<file path="src/rtl/iter_alu.sv">
`default_nettype none
// ============================================================================
// Module      : iter_alu
// Description : Execution-stage ALU; single-cycle arithmetic/logic ops plus
//               iterative signed multiply/divide behind a start/busy/done port.
// Revision    : 1.0 - initial release
// ============================================================================
module iter_alu #(
    parameter int WIDTH = 16
) (
    input  logic             clk,
    input  logic             reset,
    input  logic             start,
    input  logic [3:0]       operation,
    input  logic [WIDTH-1:0] a,
    input  logic [WIDTH-1:0] b,
    output logic             busy,
    output logic             done,
    output logic [WIDTH-1:0] result,
    output logic [WIDTH-1:0] result_hi,
    output logic             zero,
    output logic             overflow,
    output logic             div_by_zero,
    output logic             illegal_op
);

    localparam logic [3:0] c_OP_ADD  = 4'b0000;
    localparam logic [3:0] c_OP_SUB  = 4'b0001;
    localparam logic [3:0] c_OP_MUL  = 4'b0010;
    localparam logic [3:0] c_OP_DIV  = 4'b0011;
    localparam logic [3:0] c_OP_MOVE = 4'b0100;
    localparam logic [3:0] c_OP_SWAP = 4'b0101;
    localparam logic [3:0] c_OP_AND  = 4'b0110;
    localparam logic [3:0] c_OP_OR   = 4'b0111;
    localparam logic [3:0] c_OP_ADDR = 4'b1000;
    localparam int         c_CW      = $clog2(WIDTH);

    typedef enum logic [1:0] {
        S_IDLE = 2'd0,
        S_ITER = 2'd1,
        S_FIX  = 2'd2
    } state_t;

    state_t             r_state, w_state_nxt;
    logic [c_CW-1:0]    r_cnt;
    logic               r_is_div, r_neg_lo, r_neg_hi;
    logic [WIDTH-1:0]   r_acc, r_q, r_mop;
    logic               r_done, r_zero, r_ovf, r_dbz, r_ill;
    logic [WIDTH-1:0]   r_result, r_result_hi;

    logic               w_accept, w_is_mul, w_is_div, w_multi;
    logic [WIDTH-1:0]   w_abs_a, w_abs_b, w_add, w_sub;
    logic [WIDTH-1:0]   w_sc_res, w_sc_hi;
    logic               w_sc_ovf, w_sc_dbz, w_sc_ill;
    logic [WIDTH:0]     w_mul_sum, w_div_shift, w_div_diff;
    logic [2*WIDTH-1:0] w_prod;
    logic [WIDTH-1:0]   w_fix_res, w_fix_hi;

    assign w_accept = start && (r_state == S_IDLE);
    assign w_is_mul = (operation == c_OP_MUL);
    assign w_is_div = (operation == c_OP_DIV);
    assign w_multi  = w_accept && (w_is_mul || (w_is_div && (b != '0)));
    assign w_abs_a  = a[WIDTH-1] ? -a : a;
    assign w_abs_b  = b[WIDTH-1] ? -b : b;
    assign w_add    = a + b;
    assign w_sub    = a - b;

    always_comb begin
        w_state_nxt = r_state;
        case (r_state)
            S_IDLE:  if (w_multi) w_state_nxt = S_ITER;
            S_ITER:  if (r_cnt == '0) w_state_nxt = S_FIX;
            S_FIX:   w_state_nxt = S_IDLE;
            default: w_state_nxt = S_IDLE;
        endcase
    end

    always_comb begin
        w_sc_res = '0;
        w_sc_hi  = '0;
        w_sc_ovf = 1'b0;
        w_sc_dbz = 1'b0;
        w_sc_ill = 1'b0;
        case (operation)
            c_OP_ADD, c_OP_ADDR: begin
                w_sc_res = w_add;
                w_sc_ovf = (a[WIDTH-1] == b[WIDTH-1]) && (w_add[WIDTH-1] != a[WIDTH-1]);
            end
            c_OP_SUB: begin
                w_sc_res = w_sub;
                w_sc_ovf = (a[WIDTH-1] != b[WIDTH-1]) && (w_sub[WIDTH-1] != a[WIDTH-1]);
            end
            c_OP_MUL:  w_sc_res = '0;
            // Only the divide-by-zero case of div ever completes through this path.
            c_OP_DIV: begin
                w_sc_res = '1;
                w_sc_hi  = a;
                w_sc_dbz = 1'b1;
            end
            c_OP_MOVE: w_sc_res = b;
            c_OP_SWAP: begin
                w_sc_res = b;
                w_sc_hi  = a;
            end
            c_OP_AND:  w_sc_res = a & b;
            c_OP_OR:   w_sc_res = a | b;
            default:   w_sc_ill = 1'b1;
        endcase
    end

    // Multiply: {r_acc, r_q} shifts right, r_q starts as |b|, r_mop = |a|.
    // Divide: restoring, r_acc = partial remainder, r_q = dividend/quotient.
    assign w_mul_sum   = {1'b0, r_acc} + (r_q[0] ? {1'b0, r_mop} : '0);
    assign w_div_shift = {r_acc, r_q[WIDTH-1]};
    assign w_div_diff  = w_div_shift - {1'b0, r_mop};

    always_comb begin
        w_prod = {r_acc, r_q};
        if (r_neg_lo) w_prod = -w_prod;
        if (r_is_div) begin
            w_fix_res = r_neg_lo ? -r_q : r_q;
            w_fix_hi  = r_neg_hi ? -r_acc : r_acc;
        end else begin
            w_fix_res = w_prod[WIDTH-1:0];
            w_fix_hi  = w_prod[2*WIDTH-1:WIDTH];
        end
    end

    always_ff @(posedge clk) begin
        if (reset) r_state <= S_IDLE;
        else       r_state <= w_state_nxt;
    end

    always_ff @(posedge clk) begin
        if (reset) begin
            r_cnt       <= '0;
            r_is_div    <= 1'b0;
            r_neg_lo    <= 1'b0;
            r_neg_hi    <= 1'b0;
            r_acc       <= '0;
            r_q         <= '0;
            r_mop       <= '0;
            r_done      <= 1'b0;
            r_result    <= '0;
            r_result_hi <= '0;
            r_zero      <= 1'b0;
            r_ovf       <= 1'b0;
            r_dbz       <= 1'b0;
            r_ill       <= 1'b0;
        end else begin
            r_done <= 1'b0;
            case (r_state)
                S_IDLE: begin
                    if (w_multi) begin
                        r_cnt    <= c_CW'(WIDTH - 1);
                        r_is_div <= w_is_div;
                        r_neg_lo <= a[WIDTH-1] ^ b[WIDTH-1];
                        r_neg_hi <= a[WIDTH-1];
                        r_acc    <= '0;
                        r_q      <= w_is_div ? w_abs_a : w_abs_b;
                        r_mop    <= w_is_div ? w_abs_b : w_abs_a;
                    end else if (w_accept) begin
                        r_done      <= 1'b1;
                        r_result    <= w_sc_res;
                        r_result_hi <= w_sc_hi;
                        r_zero      <= (w_sc_res == '0);
                        r_ovf       <= w_sc_ovf;
                        r_dbz       <= w_sc_dbz;
                        r_ill       <= w_sc_ill;
                    end
                end
                S_ITER: begin
                    r_cnt <= r_cnt - 1'b1;
                    if (r_is_div) begin
                        if (!w_div_diff[WIDTH]) begin
                            r_acc <= w_div_diff[WIDTH-1:0];
                            r_q   <= {r_q[WIDTH-2:0], 1'b1};
                        end else begin
                            r_acc <= w_div_shift[WIDTH-1:0];
                            r_q   <= {r_q[WIDTH-2:0], 1'b0};
                        end
                    end else begin
                        r_acc <= w_mul_sum[WIDTH:1];
                        r_q   <= {w_mul_sum[0], r_q[WIDTH-1:1]};
                    end
                end
                S_FIX: begin
                    r_done      <= 1'b1;
                    r_result    <= w_fix_res;
                    r_result_hi <= w_fix_hi;
                    r_zero      <= (w_fix_res == '0);
                    r_ovf       <= 1'b0;
                    r_dbz       <= 1'b0;
                    r_ill       <= 1'b0;
                end
                default: ;
            endcase
        end
    end

    assign busy        = (r_state != S_IDLE);
    assign done        = r_done;
    assign result      = r_result;
    assign result_hi   = r_result_hi;
    assign zero        = r_zero;
    assign overflow    = r_ovf;
    assign div_by_zero = r_dbz;
    assign illegal_op  = r_ill;

endmodule
`default_nettype wire

</file>
<file path="config.mk">
export PLATFORM = sky130hd
export DESIGN_NAME = iter_alu
export DESIGN_NICKNAME = d
export VERILOG_FILES = /design/src/rtl/iter_alu.sv
export SDC_FILE = /design/constraint.sdc
export NUM_CORES = 1
export LEC_CHECK = 0
export BUFFER_PORTS_ARGS = -buffer_cell sky130_fd_sc_hd__buf_2
export CORE_UTILIZATION = 40
export CTS_BUF_LIST = sky130_fd_sc_hd__clkbuf_2
export DETAILED_ROUTE_END_ITERATION = 6
export HOLD_SLACK_MARGIN = 0.12
export PLACE_DENSITY = 0.65
export SLEW_MARGIN = 20
export SYNTH_ARGS = -nofsm -noshare
export SYNTH_HDL_FRONTEND = slang
export SYNTH_SLANG_ARGS = --single-unit
</file>
<file path="constraint.sdc">
create_clock -name clk -period 3.2 [get_ports clk]
set_clock_uncertainty 0.2 [all_clocks]
set_input_delay 0.16 -clock clk [delete_from_list [all_inputs] [get_ports clk]]
set_output_delay 0.16 -clock clk [all_outputs]
set_load 0.01 [all_outputs]
</file>
==> reports/qor.yml <==
insertion_delay_ns: 0.64
drt_iter0_drc: 1058
syn-cell-area_sq_um: 9750
violations: "design-rule violations, negative setup slack"
outcome: "complete, but fails checks"
finalCritPeriodShare_pct: 102
syn-num-nets: 1444
first_global_vias: 10080
yosysSeqAreaShare_pct: 19.3
cts_tree: "built"
synth_cell_type_count: 78
syn_inst: 1314
setup.worst_path.start_class: "flop"
routed_wl_um: 36000
dieArea_sq_um: 25000
synth-seq-cells: 94
p_leak_nw: 5.50
root_buffer: "clkbuf_2"
synthTopCellsByArea: "dfxtp_1, ha_1, xnor2_1, a211oi_1, nor2_1"
dp_hpwl_um: 28300
vias: 11140
rsz0062_at_grt: "true"
critPathBufInv: 2
clkSlewWorstSetupHoldPaths_ns: 0.30
hold_ws_ns: 0.149
cp_slowest_cell: "or4_4"
fin_area_sq_um: 12500
setup_tns_ns: -0.124
syn2layout_area_growth_pct: 28.7
firstDrtPassIters: 7
drive_gt1_share_pct: 22.9
synth_top_area_cell: "dfxtp_1"
antenna_found_initial: 1
worst_pin_slew_ns: 0.630
fmax_ghz: 0.308
postSynth.asyncResetShare_pct: 0
slew_headroom_pct: 57.6
yosysMostFrequentCell: "nor2_1"
crit_chain: "inv_1 > ha_2 > or4_4 > o21bai_4 > nand4_1 > a21oi_2 > o21a_1 > a311oi_4 > buf_4 > mux2i_1 > nor2_1 > a221o_1"
grt_use_total_pct: 28.6
row_count: 56
hold_class: "in2reg"
ys_warn_count: 0
cp_max_fo: 4
grt_max_degree: 44
p_total_mw: 3.38
grt_pass1_wl_um: 55300
crit_family: "compound AO/OA/AOI/OAI gates"
die-height_um: 158
min_period_ns: 3.25
power.density_nw_per_um2: 269
arrival_ns: 3.64
drc: 4
end_kind: "flop"
drv_cap: 0
fillers: 2331
start_util_pct: 41.2
gr-total-overflow: 0
path_class: "reg2reg"
ys.flop_type: "dfxtp_1"
synth-edff-count: 0
h-tree-depth: 3
utilization_pct: 53.0
io_pins: 77
placed_area_sq_um: 11700
cp_data_required_time_ns: 3.58
setup_violations: 3
clock_sinks: 94
viasPerCell: 5.89
hold_viol_final: 0
irDropWorstVdd_uv: 164
core_area_sq_um: 23700
drv_slew: 0
port_buffers: 76
antenna_left: 0
clockBufferDepth: 2
fp.dieW_um: 158
wire_per_inst_um: 19.0
max_stage_delay_ns: 0.55
cts_buffers: 9
final_nets: 1695
setup_ws_ns: -0.0509
yosysTopAreaCellShare_pct: 19.3
syn_area_per_cell_sq_um: 7.42
synthTopCellsByCount: "nor2_1, nand2_1, dfxtp_1"
place.gp.congestion: 0.967
metal layers:
layer / track usage, % / up-vias / share of wire [%]
li1: - / 5314 / -
met5: 0 / - / 0
met3: 3.72 / 66 / 8.2
met4: 9.75 / 0 / 2.6
met2: 45.6 / 502 / 45
met1: 39.4 / 5258 / 45
placed cells by master, fill, tap and decap left out, types with 7 or more instances in the layout:
master | netlist | layout
a211oi_1 | 69 | 65
a31oi_1 | 15 | 14
mux2i_1 | 36 | 35
xor2_1 | 20 | 20
clkbuf_2 | 0 | 10
a211o_1 | 8 | 8
a21o_1 | 19 | 19
a221oi_1 | 23 | 23
ha_1 | 87 | 85
nor2b_1 | 13 | 11
a21oi_1 | 93 | 89
nand2b_1 | 16 | 16
or2_2 | 7 | 7
or3_1 | 13 | 12
o211ai_1 | 18 | 18
nor4_1 | 12 | 9
a22oi_1 | 16 | 16
inv_1 | 73 | 70
dfxtp_1 | 94 | 88
nand2_1 | 102 | 102
o21a_1 | 11 | 11
buf_4 | 1 | 199
nand3b_1 | 7 | 7
nor2_1 | 138 | 136
nand3_1 | 26 | 26
xnor2_1 | 65 | 65
dlygate4sd3_1 | 0 | 49
o21ai_0 | 57 | 51
nor3_1 | 46 | 45
buf_2 | 19 | 77
o31ai_1 | 19 | 17
flip-flops by register name, indices dropped and copies added, names as in the netlist:
name / flops
r_neg_hi: 1
r_neg_lo: 1
r_cnt: 4
div_by_zero: 1
overflow: 1
zero: 1
result_hi: 16
done: 1
r_acc: 16
r_mop: 16
result: 16
r_q: 16
r_is_div: 1
r_state: 2
illegal_op: 1
logic make-up after synthesis:
family	Yosys count	share of synthesized area, %
AO/OA/AOI/OAI	423	29.9
buffers and inverters	164	6.67
XOR/XNOR	85	7.64
AND/OR/NAND/NOR	419	20.4
flip-flops	94	19.3
multiplexers	38	4.04
adder cells (fa/ha/maj)	91	12.0
tightest hold or removal path, cell delays in order:
cell,delay [ns]
buf_2,0.10
buf_4,0.16
a222oi_1,0.14
nand3_1,0.11
or4_4,0.13
or4b_4,0.12
o21ai_1,0.07
where the power goes:
group	total, mW	leakage [nW]	switching [mW]	internal [mW]
clock	0.577	0.0671	0.462	0.115
sequential	1.27	0.768	0.0454	1.23
combinational	1.53	4.67	0.826	0.703
total	3.38	5.50	1.33	2.05
final timing paths:
path | start | to | slack [ns] | cells past startpoint
min reg2reg | result[11]$_SDFFE_PP0P_ | result[11]$_SDFFE_PP0P_ | 0.27 | 2
min | b[3] | zero$_SDFFE_PP0P_ | 0.15 | 7
max reg2reg | r_mop[7]$_SDFFE_PP0P_ | r_acc[13]$_SDFFE_PP0P_ | -0.05 | 12
max | r_mop[7]$_SDFFE_PP0P_ | r_acc[13]$_SDFFE_PP0P_ | -0.05 | 12
cell type report:
cell class	count	area, sq um	share of cell area (%)
Multi-Input combinational cell	1056	7420	59.1
Timing Repair Buffer	330	2460	19.6
Sequential cell	94	1890	15.1
Tap cell	319	399	3.18
Inverter	74	282	2.24
Clock buffer	10	50.0	0.399
Clock inverter	6	45.0	0.359
Antenna cell	1	2.50	0.0199
stage by stage:
step           setup WS [ns]  instances
2_1_floorplan         0.0128       1314
3_3_place_gp          -0.371       1817
3_5_place_dp          -0.441       1817
4_1_cts              -0.0573       1884
5_1_grt               -0.151       1890
6_report             -0.0509       1890
timing repair:
item,4_1_cts,5_1_grt
buffers inserted,1,5
setup endpoints to repair,17,24
pin swaps,10,15
hold endpoints to repair,66,0
resized for setup,16,33
hold buffers,50,0
Power figures use the tool's default switching activity.
